$ cat config.mk
export PLATFORM = sky130hd
export DESIGN_NAME = bcd_decade_extender
export DESIGN_NICKNAME = d
export VERILOG_FILES = /design/src/rtl/bcd_decade_extender.sv
export SDC_FILE = /design/constraint.sdc
export NUM_CORES = 1
export LEC_CHECK = 0
export ABC_AREA = 1
export BUFFER_PORTS_ARGS = -buffer_cell sky130_fd_sc_hd__buf_2
export CORE_ASPECT_RATIO = 1.1
export CORE_UTILIZATION = 56
export DETAILED_ROUTE_END_ITERATION = 7
export MAX_ROUTING_LAYER = met4
export PLACE_DENSITY = 0.89
export SETUP_SLACK_MARGIN = 0.05
export SKIP_LAST_GASP = 1
export SLEW_MARGIN = 15
export SYNTH_ARGS = -nofsm -noshare
export SYNTH_HDL_FRONTEND = slang
export SYNTH_SLANG_ARGS = --single-unit
$ cat constraint.sdc
create_clock -name CLK -period 1.79 [get_ports CLK]
set_input_delay 0.2685 -clock CLK [delete_from_list [all_inputs] [get_ports CLK]]
set_output_delay 0.2685 -clock CLK [all_outputs]
set_load 0.005 [all_outputs]
$ cat src/rtl/bcd_decade_extender.sv
// Purpose: resync a rippling BCD ones digit, filter glitches, extend into tens/hundreds (000-999) and audit the counter.
// Latency: cnt_in stable before edge E updates ones/tens/hundreds at edge E+FILT+1; wrap is high for the following cycle.
// Backpressure: none; the upstream counter must hold each value for FILT+2 cycles or steps are lost and flagged.
module bcd_decade_extender #(
  parameter int FILT = 2
) (
  input  logic       CLK,
  input  logic       reset,
  input  logic [3:0] cnt_in,
  input  logic       clr,
  output logic [3:0] ones,
  output logic [3:0] tens,
  output logic [3:0] hundreds,
  output logic       valid,
  output logic       wrap,
  output logic       ovf,
  output logic       seq_err,
  output logic       bad_code
);

  localparam logic [2:0] FILT_C = 3'(FILT);
  localparam logic [0:0] IDLE   = 1'b0;
  localparam logic [0:0] TRACK  = 1'b1;

  logic [0:0] state;
  logic [3:0] s1, s2, cand;
  logic [2:0] stab;
  logic [1:0] fill;
  logic       reach, accept, legal, in_seq, is_wrap;
  logic [3:0] ones_inc;

  assign valid = (state == TRACK);

  // Acceptance decode: the value in s2 becomes cand this edge, so judge s2 itself.
  always_comb begin
    reach    = 1'b0;
    if (fill[1]) begin
      if (s2 != cand) reach = (FILT_C == 3'd1);
      else            reach = (stab == FILT_C - 3'd1);
    end
    accept   = reach && ((s2 != ones) || (state == IDLE));
    legal    = (s2 <= 4'd9);
    ones_inc = (ones == 4'd9) ? 4'd0 : ones + 4'd1;
    in_seq   = (s2 == ones_inc);
    is_wrap  = (ones == 4'd9) && (s2 == 4'd0);
  end

  // Two-flop synchronizer plus stability filter; reset contents of s1/s2 are not samples, so
  // the filter waits until the chain has refilled with real data before counting.
  always_ff @(posedge CLK or negedge reset) begin
    if (!reset) begin
      s1   <= 4'd0;
      s2   <= 4'd0;
      fill <= 2'b00;
      cand <= 4'd0;
      stab <= 3'd0;
    end else begin
      s1   <= cnt_in;
      s2   <= s1;
      fill <= {fill[0], 1'b1};
      if (fill[1]) begin
        if (s2 != cand) begin
          cand <= s2;
          stab <= 3'd1;
        end else if (stab != FILT_C) begin
          stab <= stab + 3'd1;
        end
      end
    end
  end

  // Ones digit, IDLE/TRACK state and the wrap pulse; clr never blocks these.
  always_ff @(posedge CLK or negedge reset) begin
    if (!reset) begin
      ones  <= 4'd0;
      state <= IDLE;
      wrap  <= 1'b0;
    end else begin
      wrap <= 1'b0;
      if (accept && legal) begin
        ones <= s2;
        if (state == IDLE) state <= TRACK;
        else if (is_wrap)  wrap  <= 1'b1;
      end
    end
  end

  // Tens/hundreds chain and sticky flags; clr takes priority over increment and flag setting.
  always_ff @(posedge CLK or negedge reset) begin
    if (!reset) begin
      tens     <= 4'd0;
      hundreds <= 4'd0;
      ovf      <= 1'b0;
      seq_err  <= 1'b0;
      bad_code <= 1'b0;
    end else if (clr) begin
      tens     <= 4'd0;
      hundreds <= 4'd0;
      ovf      <= 1'b0;
      seq_err  <= 1'b0;
      bad_code <= 1'b0;
    end else if (accept) begin
      if (!legal) begin
        bad_code <= 1'b1;
      end else if (state == TRACK) begin
        if (!in_seq) begin
          seq_err <= 1'b1;
        end else if (is_wrap) begin
          if (tens != 4'd9) begin
            tens <= tens + 4'd1;
          end else begin
            tens <= 4'd0;
            if (hundreds != 4'd9) begin
              hundreds <= hundreds + 4'd1;
            end else begin
              hundreds <= 4'd0;
              ovf      <= 1'b1;
            end
          end
        end
      end
    end
  end

endmodule
==> out/results.ini, run 1 <==
[min_path]
hold-path-cell-count=1
hp-start=cnt_in[1]
hp-class=primary input to flop
hold_end=s1[1]$_DFF_PN0_

[worst_setup_path]
cpMaxStageDelayCell=dfrtp_1
cpMostUsedCell=nand2_1
timing.rr.end=tens[3]$_DFFE_PN0P_
required_ns=2.03
cp_cell_sequence=inv_1, nand2_1, nand2_1, nor2_1, nand3_1, nand4_2, nand2_4, nand2_4, nand2_1, nand2_1
path_class=flop to flop
critPathMaxFanout=10
r2r_slack_ns=0.23
r2r_cells=10
max_stage_delay_ns=0.44
timing.rr.start=ones[2]$_DFFE_PN0P_
worst_setup_path_start_kind=flop
crit_arrival_ns=1.80
end_kind=flop

[drt]
ant_nets=0
first_pass_iters=5
drt_iter0_drc=51
routed_wl_um=3140
vias=1401
wire_per_inst_um=11.4
avgViaCountPerCell=5.09
drc=0

[pwr]
p_total_mw=2.20
p_leak_nw=1.07
p_switching_uw=826
seq_power_share_pct=49.7
p_int_mw=1.38
pwr-share-comb_pct=30.1
sw_frac_of_total_pct=37.5
clkPwrFrac_pct=20.2
powerDensity_mw_per_mm2=1120
peakVddDrop_uv=924

[grt]
grt_pass1_wl_um=5550
antenna_found_initial=0
grt_start_max_net_pins=35
groute.usage.overall_pct=22.5
grt_pass1_vias=1301
grt_overflow_total=0

[timing]
rsz0062_at_grt=yes
maxSlewViolCount=0
worst_pin_slew_ns=0.737
skew_ns=0.0121
finalCriticalPeriod_ns=1.56
slew_headroom_pct=50.8
setup_viol_count_final=0
hold_viol=0
fin_crit_sh_pct=87.4
fin_setup_tns_ns=0
fmax_ghz=0.639

[placement]
place_hpwl_um=2300
portBuffers=23
place.gp.congestion=0.890

[finish]
final_nets=255
num_antenna_cells=0
layout_common_cells=nand2_1 (62), dfrtp_1 (34), inv_1 (23), buf_2 (23), nand3_1 (22)
drive_gt1_share_pct=20.2
fillers=246
layout_commonest_cell=nand2_1
syn_to_final_growth_pct=12.3
utilization_pct=68.7

[logic_synthesis]
syn_area_mm2=0.00175
ys_types=23
synth_warnings=0
synth_seq_cells=34
avgSynthCellArea_um2=8.27
netlist_instances=211
synth_fp_nets=225
yosysSeqAreaShare_pct=48.7

[die]
die_w_um=55.2
rows=20
dieHeight_um=60.6
die_area_mm2=0.00334
io_pins=24
start_util_pct=61.2
core_area_mm2=0.00285

[cts]
clk_pin_slew_worst_paths_ns=0.10
insertion_delay_ns=0.34
cts_buffers=5
cts_tree=built
post-cts-setup-buffers=0
root_buffer=clkbuf_4
clockBufferDepth=2
cts_max_level=2
clock_sinks=34

[run]
cap_violations=0

[outcome]
status=finished, final reports clean

==> per-layer routing <==
layer | wire (µm) | vias to the layer above | global-route usage [%]
li1 | - | 713 | -
met2 | 1490 | 49 | 37.0
met5 | 0 | - | -
met3 | 182 | 5 | 7.04
met1 | 1430 | 634 | 26.5
met4 | 45 | 0 | 8.21
==> through the flow <==
stage | cells | hold slack [ns] | area (µm²) | setup WS (ns)
2_1_floorplan | 211 | -0.0271 | 1750 | 0.417
3_3_place_gp | 266 | 0.333 | 1890 | 0.260
3_5_place_dp | 266 | 0.337 | 1890 | 0.241
4_1_cts | 275 | 0.0155 | 1960 | 0.231
5_1_grt | 275 | 0.00898 | 1960 | 0.0112
6_report | 275 | 0.0381 | 1960 | 0.226
==> power by group through the flow <==
stage | clock network [mW] | logic (mW) | registers (mW)
after floorplan | 0 | 0.454 | 1.08
after global routing | 0.491 | 0.772 | 1.13
final | 0.444 | 0.663 | 1.10
after CTS | 0.464 | 0.667 | 1.09
after global placement | 0 | 0.652 | 1.10
after detailed placement | 0 | 0.662 | 1.11
==> worst max path at each step <==
stage	start	to	slack, ns	cells after the start
2_1_floorplan	ones[1]$_DFFE_PN0P_	tens[0]$_DFFE_PN0P_	0.42	8
3_3_place_gp	ones[1]$_DFFE_PN0P_	tens[0]$_DFFE_PN0P_	0.26	8
3_5_place_dp	ones[1]$_DFFE_PN0P_	tens[3]$_DFFE_PN0P_	0.24	8
4_1_cts	ones[1]$_DFFE_PN0P_	tens[3]$_DFFE_PN0P_	0.23	8
5_1_grt	ones[2]$_DFFE_PN0P_	seq_err$_DFFE_PN0P_	0.01	9
6_report	ones[2]$_DFFE_PN0P_	tens[3]$_DFFE_PN0P_	0.23	10
==> state kept, by name (all words and copies together) (netlist names) <==
register,count
s1,4
fill,2
ones,4
valid,1
cand,4
s2,4
tens,4
ovf,1
hundreds,4
wrap,1
bad_code,1
seq_err,1
stab,3
==> cells in the mapped netlist (all sizes together) <==
cell     n  area share, %
a21oi    3            1.1
buf      1           0.65
clkinv   1           0.29
conb     1           0.21
dfrtp   34             49
ha       7            5.0
inv     27            5.8
nand2   67             16
nand3   24            7.5
nand3b   3            1.3
nand4    2            1.1
nor2    23            5.9
o21ai   12            3.4
xnor2    3            1.5
xor2     3            1.5
==> kinds of logic (layout without fill, tap and decap cells) <==
logic type,Yosys count,count (layout),share of synthesized area (%)
buffers and inverters,29,60,6.74
adder cells (fa/ha/maj),7,7,5.02
flip-flops,34,34,48.7
XOR/XNOR,6,6,3.01
other,1,1,0.215
AO/OA/AOI/OAI,15,15,4.52
AND/OR/NAND/NOR,119,119,31.8
==> repair_timing <==
| item | 4_1_cts | 5_1_grt |
|---|---|---|
| resized for setup | 0 | 0 |
| endpoints found under the setup margin | 0 | 3 |
| hold buffers | 1 | 0 |
| endpoints found under the hold margin | 17 | 0 |
==> critical path: cells and delay by family (launching register included) <==
family	cells	cell delay (ns)
flops	1	0.44
simple gates	9	0.86
buf+inv	1	0.14
==> area by class of cell <==
type	count	area (µm²)	area share, %
clock buffer	7	55.1	2.81
clock inverter	1	5.00	0.255
inverter	28	106	5.42
multi-input combinational	148	777	39.6
sequential	34	851	43.4
tap	33	41.3	2.11
timing repair buffer	24	125	6.38
No activity file was read; power rests on OpenSTA's default activity.
==> run 2, diff against run 1 <==
- CORE_ASPECT_RATIO: 1.1 -> 1.5
- REMOVE_ABC_BUFFERS: default -> 1
- clock period: 1.79 -> 1.7 ns (I/O delays scaled with it)
==> out/results.ini, run 2 (synthesis results as in run 1) <==
[pwr]
peakVddDrop_uv=789
clkPwrFrac_pct=24.7
pwr-share-comb_pct=29.3
p_switching_uw=952
p_int_mw=1.59
p_leak_nw=1.08
sw_frac_of_total_pct=37.5
p_total_mw=2.54
seq_power_share_pct=46.0
powerDensity_mw_per_mm2=1250

[finish]
fillers=258
final_nets=255
layout_commonest_cell=nand2_1
utilization_pct=69.0
syn_to_final_growth_pct=16.3
layout_common_cells=nand2_1 (62), dfrtp_1 (31), buf_2 (23), inv_1 (22), nand3_1 (21)
num_antenna_cells=0
final_cell_area_mm2=0.00203
drive_gt1_share_pct=23.1

[placement]
place_hpwl_um=2440
portBuffers=23
place.gp.congestion=0.823
dpl_cell_area_mm2=0.00190

[grt]
grt_pass1_vias=1398
grt_start_max_net_pins=35
antenna_found_initial=0
grtUsageMet2_pct=40.3
groute.usage.overall_pct=25.6
use_met3_pct=5.43
grt_overflow_total=0
grt_pass1_wl_um=5880
grt_busiest_layer=met2
grtUsageMet1_pct=29.8

[min_path]
hp-class=primary input to asynchronous set/reset pin

[outcome]
status=finished, final reports clean

[drt]
vias=1469
drc=0
ant_nets=0
drt_iter0_drc=64
avgViaCountPerCell=5.23
wire_per_inst_um=13.0
first_pass_iters=4
routed_wl_um=3650

[die]
dieHeight_um=70.4
die_area_mm2=0.00335
start_util_pct=59.3
core_area_mm2=0.00294
rows=24
die_w_um=47.6
io_pins=24

[worst_setup_path]
critPathMaxFanout=7
path_class=flop to flop
crit_arrival_ns=1.75
required_ns=1.88
end_kind=flop
worst_setup_path_start_kind=flop

[timing]
skew_ns=0.00362
worst_pin_slew_ns=0.729
setup_viol_count_final=0
fin_setup_tns_ns=0
maxSlewViolCount=0
rsz0062_at_grt=yes
finalCriticalPeriod_ns=1.57
hold_viol=0
fin_crit_sh_pct=92.4
slew_headroom_pct=51.4
fmax_ghz=0.637

[cts]
clockBufferDepth=2
cts_tree=built
root_buffer=clkbuf_8
clock_sinks=34
clk_pin_slew_worst_paths_ns=0.07
cts_max_level=2
post-cts-setup-buffers=0
insertion_delay_ns=0.29
cts_buffers=5

[run]
cap_violations=0

run 2: worst paths after layout:
check / start / end / slack, ns / cells after the start
setup / recovery: s2[3]$_DFF_PN0_ / hundreds[2]$_DFFE_PN0P_ / 0.13 / 11
hold / removal: reset / s2[3]$_DFF_PN0_ / 0.02 / 1
setup reg to reg: s2[3]$_DFF_PN0_ / hundreds[2]$_DFFE_PN0P_ / 0.13 / 11
hold reg to reg: s1[2]$_DFF_PN0_ / s2[2]$_DFF_PN0_ / 0.35 / 0
max in group asynchronous: reset / ones[0]$_DFFE_PN0P_ / 1.17 / 1
min in group CLK: cnt_in[0] / s1[0]$_DFF_PN0_ / 0.07 / 1
run 2: area by class of cell:
cell class                      count  area (µm²)  share of cell area, %
Timing Repair Buffer               23         115                   5.67
Multi-Input combinational cell    149         810                   39.9
Clock buffer                        6        82.6                   4.07
Inverter                           28         106                   5.24
Tap cell                           39        48.8                   2.40
Clock inverter                      2        12.5                  0.617
Sequential cell                    34         855                   42.1
run 2: worst max-delay path: stages, from the launching register on:
cell and delay [ns]:
dfrtp_1 0.42, inv_2 0.09, nand2_1 0.07, nand2_1 0.06
nor2_2 0.09, nand2_2 0.09, nor2_4 0.17, nand4_4 0.14
nand2_4 0.15, nand2_4 0.07, nand2_1 0.06, nand2_1 0.05
run 2: repair_timing:
| action | 4_1_cts | 5_1_grt |
|---|---|---|
| gates resized for setup | 0 | 8 |
| setup endpoints to repair | 0 | 13 |
| hold buffers | 0 | 0 |
run 2: layer usage:
| layer | routed length [µm] | share of wire [%] |
|---|---|---|
| met1 | 1460 | 40 |
| met4 | 72 | 2.0 |
| met2 | 1980 | 54 |
| met3 | 134 | 3.7 |
| met5 | 0 | 0 |
run 2: stage by stage:
| stage | hold WS (ns) | instances | setup slack [ns] |
|---|---|---|---|
| CTS | 0.0399 | 280 | 0.0858 |
| detailed placement | 0.336 | 272 | 0.116 |
| finish | 0.0197 | 281 | 0.130 |
| floorplan | -0.0406 | 210 | 0.327 |
| global route | 0.0536 | 281 | 0.0306 |
| global placement | 0.333 | 272 | 0.142 |
run 2: power groups by stage:
stage | Combinational, mW | Clock (mW) | Sequential (mW)
3_5_place_dp | 0.707 | 0 | 1.17
2_1_floorplan | 0.476 | 0 | 1.14
4_1_cts | 0.727 | 0.637 | 1.16
3_3_place_gp | 0.686 | 0 | 1.16
6_report | 0.743 | 0.627 | 1.17
5_1_grt | 0.848 | 0.666 | 1.19
==> run 3, diff against run 2 <==
--- a/config.mk
+++ b/config.mk
@@ -7,4 +7,4 @@
 export LEC_CHECK = 0
-export ABC_AREA = 1
 export BUFFER_PORTS_ARGS = -buffer_cell sky130_fd_sc_hd__buf_2
+export CAP_MARGIN = 20
 export CORE_ASPECT_RATIO = 1.5
==> constraint.sdc (replaced) <==
create_clock -name CLK -period 1.7 [get_ports CLK]
set_input_delay 0 -clock CLK [delete_from_list [all_inputs] [get_ports CLK]]
set_output_delay 0 -clock CLK [all_outputs]
set_load 0.005 [all_outputs]
==> out/results.ini, run 3 <==
[placement]
place.gp.congestion=0.856
post-place-cells=242
portBuffers=23
place_hpwl_um=2770
dpl_cell_area_mm2=0.00202

[timing]
fin_crit_sh_pct=114
skew_ns=0.00838
fmax_ghz=0.517
slew_headroom_pct=52.1
hold_viol=0
setup_viol_count_final=16
fin_setup_tns_ns=-2.21
worst_pin_slew_ns=0.719
rsz0062_at_grt=yes
worst_slack_ns=-0.234
finalCriticalPeriod_ns=1.93
maxSlewViolCount=0

[logic_synthesis]
ys_types=46
yosysSeqAreaShare_pct=48.9
ys_async_sr_fraction_pct=100
netlist_instances=167
synth_common_cells=dfrtp_1 (34), nand2_1 (14), inv_1 (11), nor2_1 (11), o21ai_0 (8)
syn_area_mm2=0.00174
synth_area_leaders=dfrtp_1 (49%), ha_1 (5.0%), mux2_2 (3.2%)
yosysTopAreaCellShare_pct=48.9
synth_ff_type=dfrtp_1
synth_most_common_cell=dfrtp_1
synth_seq_cells=34
synth_largest_area_cell=dfrtp_1
synth-edff-count=0
avgSynthCellArea_um2=10.4
synth_warnings=0

[drt]
first_pass_iters=4
drt_iter0_drc=35
routed_wl_um=4300
vias=1499
ant_nets=0
wire_per_inst_um=16.5
avgViaCountPerCell=5.74
drc=0

[finish]
fillers=200
final_cell_area_mm2=0.00231
final_nets=235
layout_commonest_cell=dfrtp_1
instances_no_fill=261
layout_common_cells=dfrtp_1 (34), buf_4 (24), buf_2 (23), nand2_1 (14)
syn_to_final_growth_pct=32.8
num_antenna_cells=0
drive_gt1_share_pct=35.6

[pwr]
powerDensity_mw_per_mm2=1090
p_int_mw=1.73
clkPwrFrac_pct=29.7
pwr-share-comb_pct=31.6
seq_power_share_pct=38.7
peakVddDrop_uv=1060
sw_frac_of_total_pct=31.1
p_total_mw=2.52
p_leak_nw=1.12
p_switching_uw=782

[worst_setup_path]
crit_arrival_ns=2.11
timing.rr.start=ones[2]$_DFFE_PN0P_
path_class=flop to flop
required_ns=1.88
worstSetupStartpoint=ones[2]$_DFFE_PN0P_
end_kind=flop
worst_setup_path_start_kind=flop
critPathMaxFanout=5

[grt]
antenna_found_initial=0
grt_overflow_total=0
grt_start_max_net_pins=35
grt_pass1_wl_um=7090
grt_pass1_vias=1543
groute.usage.overall_pct=31.2

[cts]
cts_tree=built
cts_max_level=2
cts_buffers=5
insertion_delay_ns=0.30
root_buffer=clkbuf_8
clock_sinks=34
clockBufferDepth=2
clk_pin_slew_worst_paths_ns=0.07

[die]
dieHeight_um=70.3
die_area_mm2=0.00334
io_pins=24
rows=24
core_area_mm2=0.00294
die_w_um=47.5
start_util_pct=59.1

[outcome]
violations=setup timing
status=finished, violations left

[min_path]
hp-class=primary input to asynchronous set/reset pin

[run]
cap_violations=0

## run 3: cell count changes in the layout (fill, tap and decap cells not counted), sizes merged, moves of 5 or more
cell         previous run  this run
buf                    23        49
dlygate4sd3             0         6
inv                    27        11
mux2                    0         7
nand2                  68        15
nand3                  24         2
nor2                   23        11
nor3                    0         5
## run 3: area by class of cell
| class | count | area, µm² | area share, % |
|---|---|---|---|
| Tap cell | 39 | 48.8 | 2.11 |
| Sequential cell | 34 | 851 | 36.8 |
| Timing Repair Buffer | 55 | 378 | 16.4 |
| Inverter | 11 | 41.3 | 1.79 |
| Clock inverter | 3 | 45.0 | 1.95 |
| Clock buffer | 5 | 68.8 | 2.98 |
| Multi-Input combinational cell | 114 | 878 | 38.0 |
## run 3: power by group through the flow
stage	Sequential (mW)	Clock, mW	Combinational, mW
global placement	0.975	0	0.626
detailed placement	0.985	0	0.657
finish	0.973	0.748	0.796
floorplan	1.04	0	0.290
CTS	0.969	0.763	0.729
global route	0.981	0.792	0.861
## run 3: what timing repair did
item	CTS	global route
setup buffers	4	1
pin swaps	7	2
gates resized for setup	15	7
hold endpoints to repair	41	0
hold buffers	6	0
endpoints found under the setup margin	15	19
## run 3: kinds of logic after synthesis
family	share of synthesized area [%]
flip-flops	48.9
multiplexers	5.68
XOR/XNOR	4.53
other	0.215
adder cells (fa/ha/maj)	5.03
AO/OA/AOI/OAI	14.7
buffers and inverters	4.82
AND/OR/NAND/NOR	16.1
## run 3: path summary, 6_finish.rpt
path | to | slack [ns] | cells after the start
max in group asynchronous | stab[1]$_DFFE_PN0P_ | 0.94 | 2
max reg2reg | tens[0]$_DFFE_PN0P_ | -0.23 | 5
min reg2reg | s2[1]$_DFF_PN0_ | 0.34 | 0
min in group CLK | s2[1]$_DFF_PN0_ | 0.34 | 0
max | tens[0]$_DFFE_PN0P_ | -0.23 | 5
min | cand[3]$_DFFE_PN0P_ | 0.29 | 2
## run 3: stage by stage
step | utilization, % | hold slack, ns | setup WS [ns]
floorplan | - | -0.296 | -0.295
finish | 78.5 | 0.287 | -0.234
CTS | 77.0 | 0.313 | -0.183
detailed placement | 68.6 | 0.0977 | -0.206
global route | 78.5 | 0.347 | -0.262
global placement | 68.6 | 0.0857 | -0.155
## run 3: layer usage
metal	wire, µm	share of wire, %	GRT usage (%)
met1	1620	38	34.6
met4	178	4.1	15.2
met2	2330	54	49.3
met3	175	4.1	8.27
met5	0	0	-
## run 3: worst max-delay path, cell delays in order, from the launching register on
cell	delay (ns)
dfrtp_1	0.41
xor2_1	0.19
or4_4	0.56
o211a_4	0.29
nand2_4	0.08
mux2_4	0.30
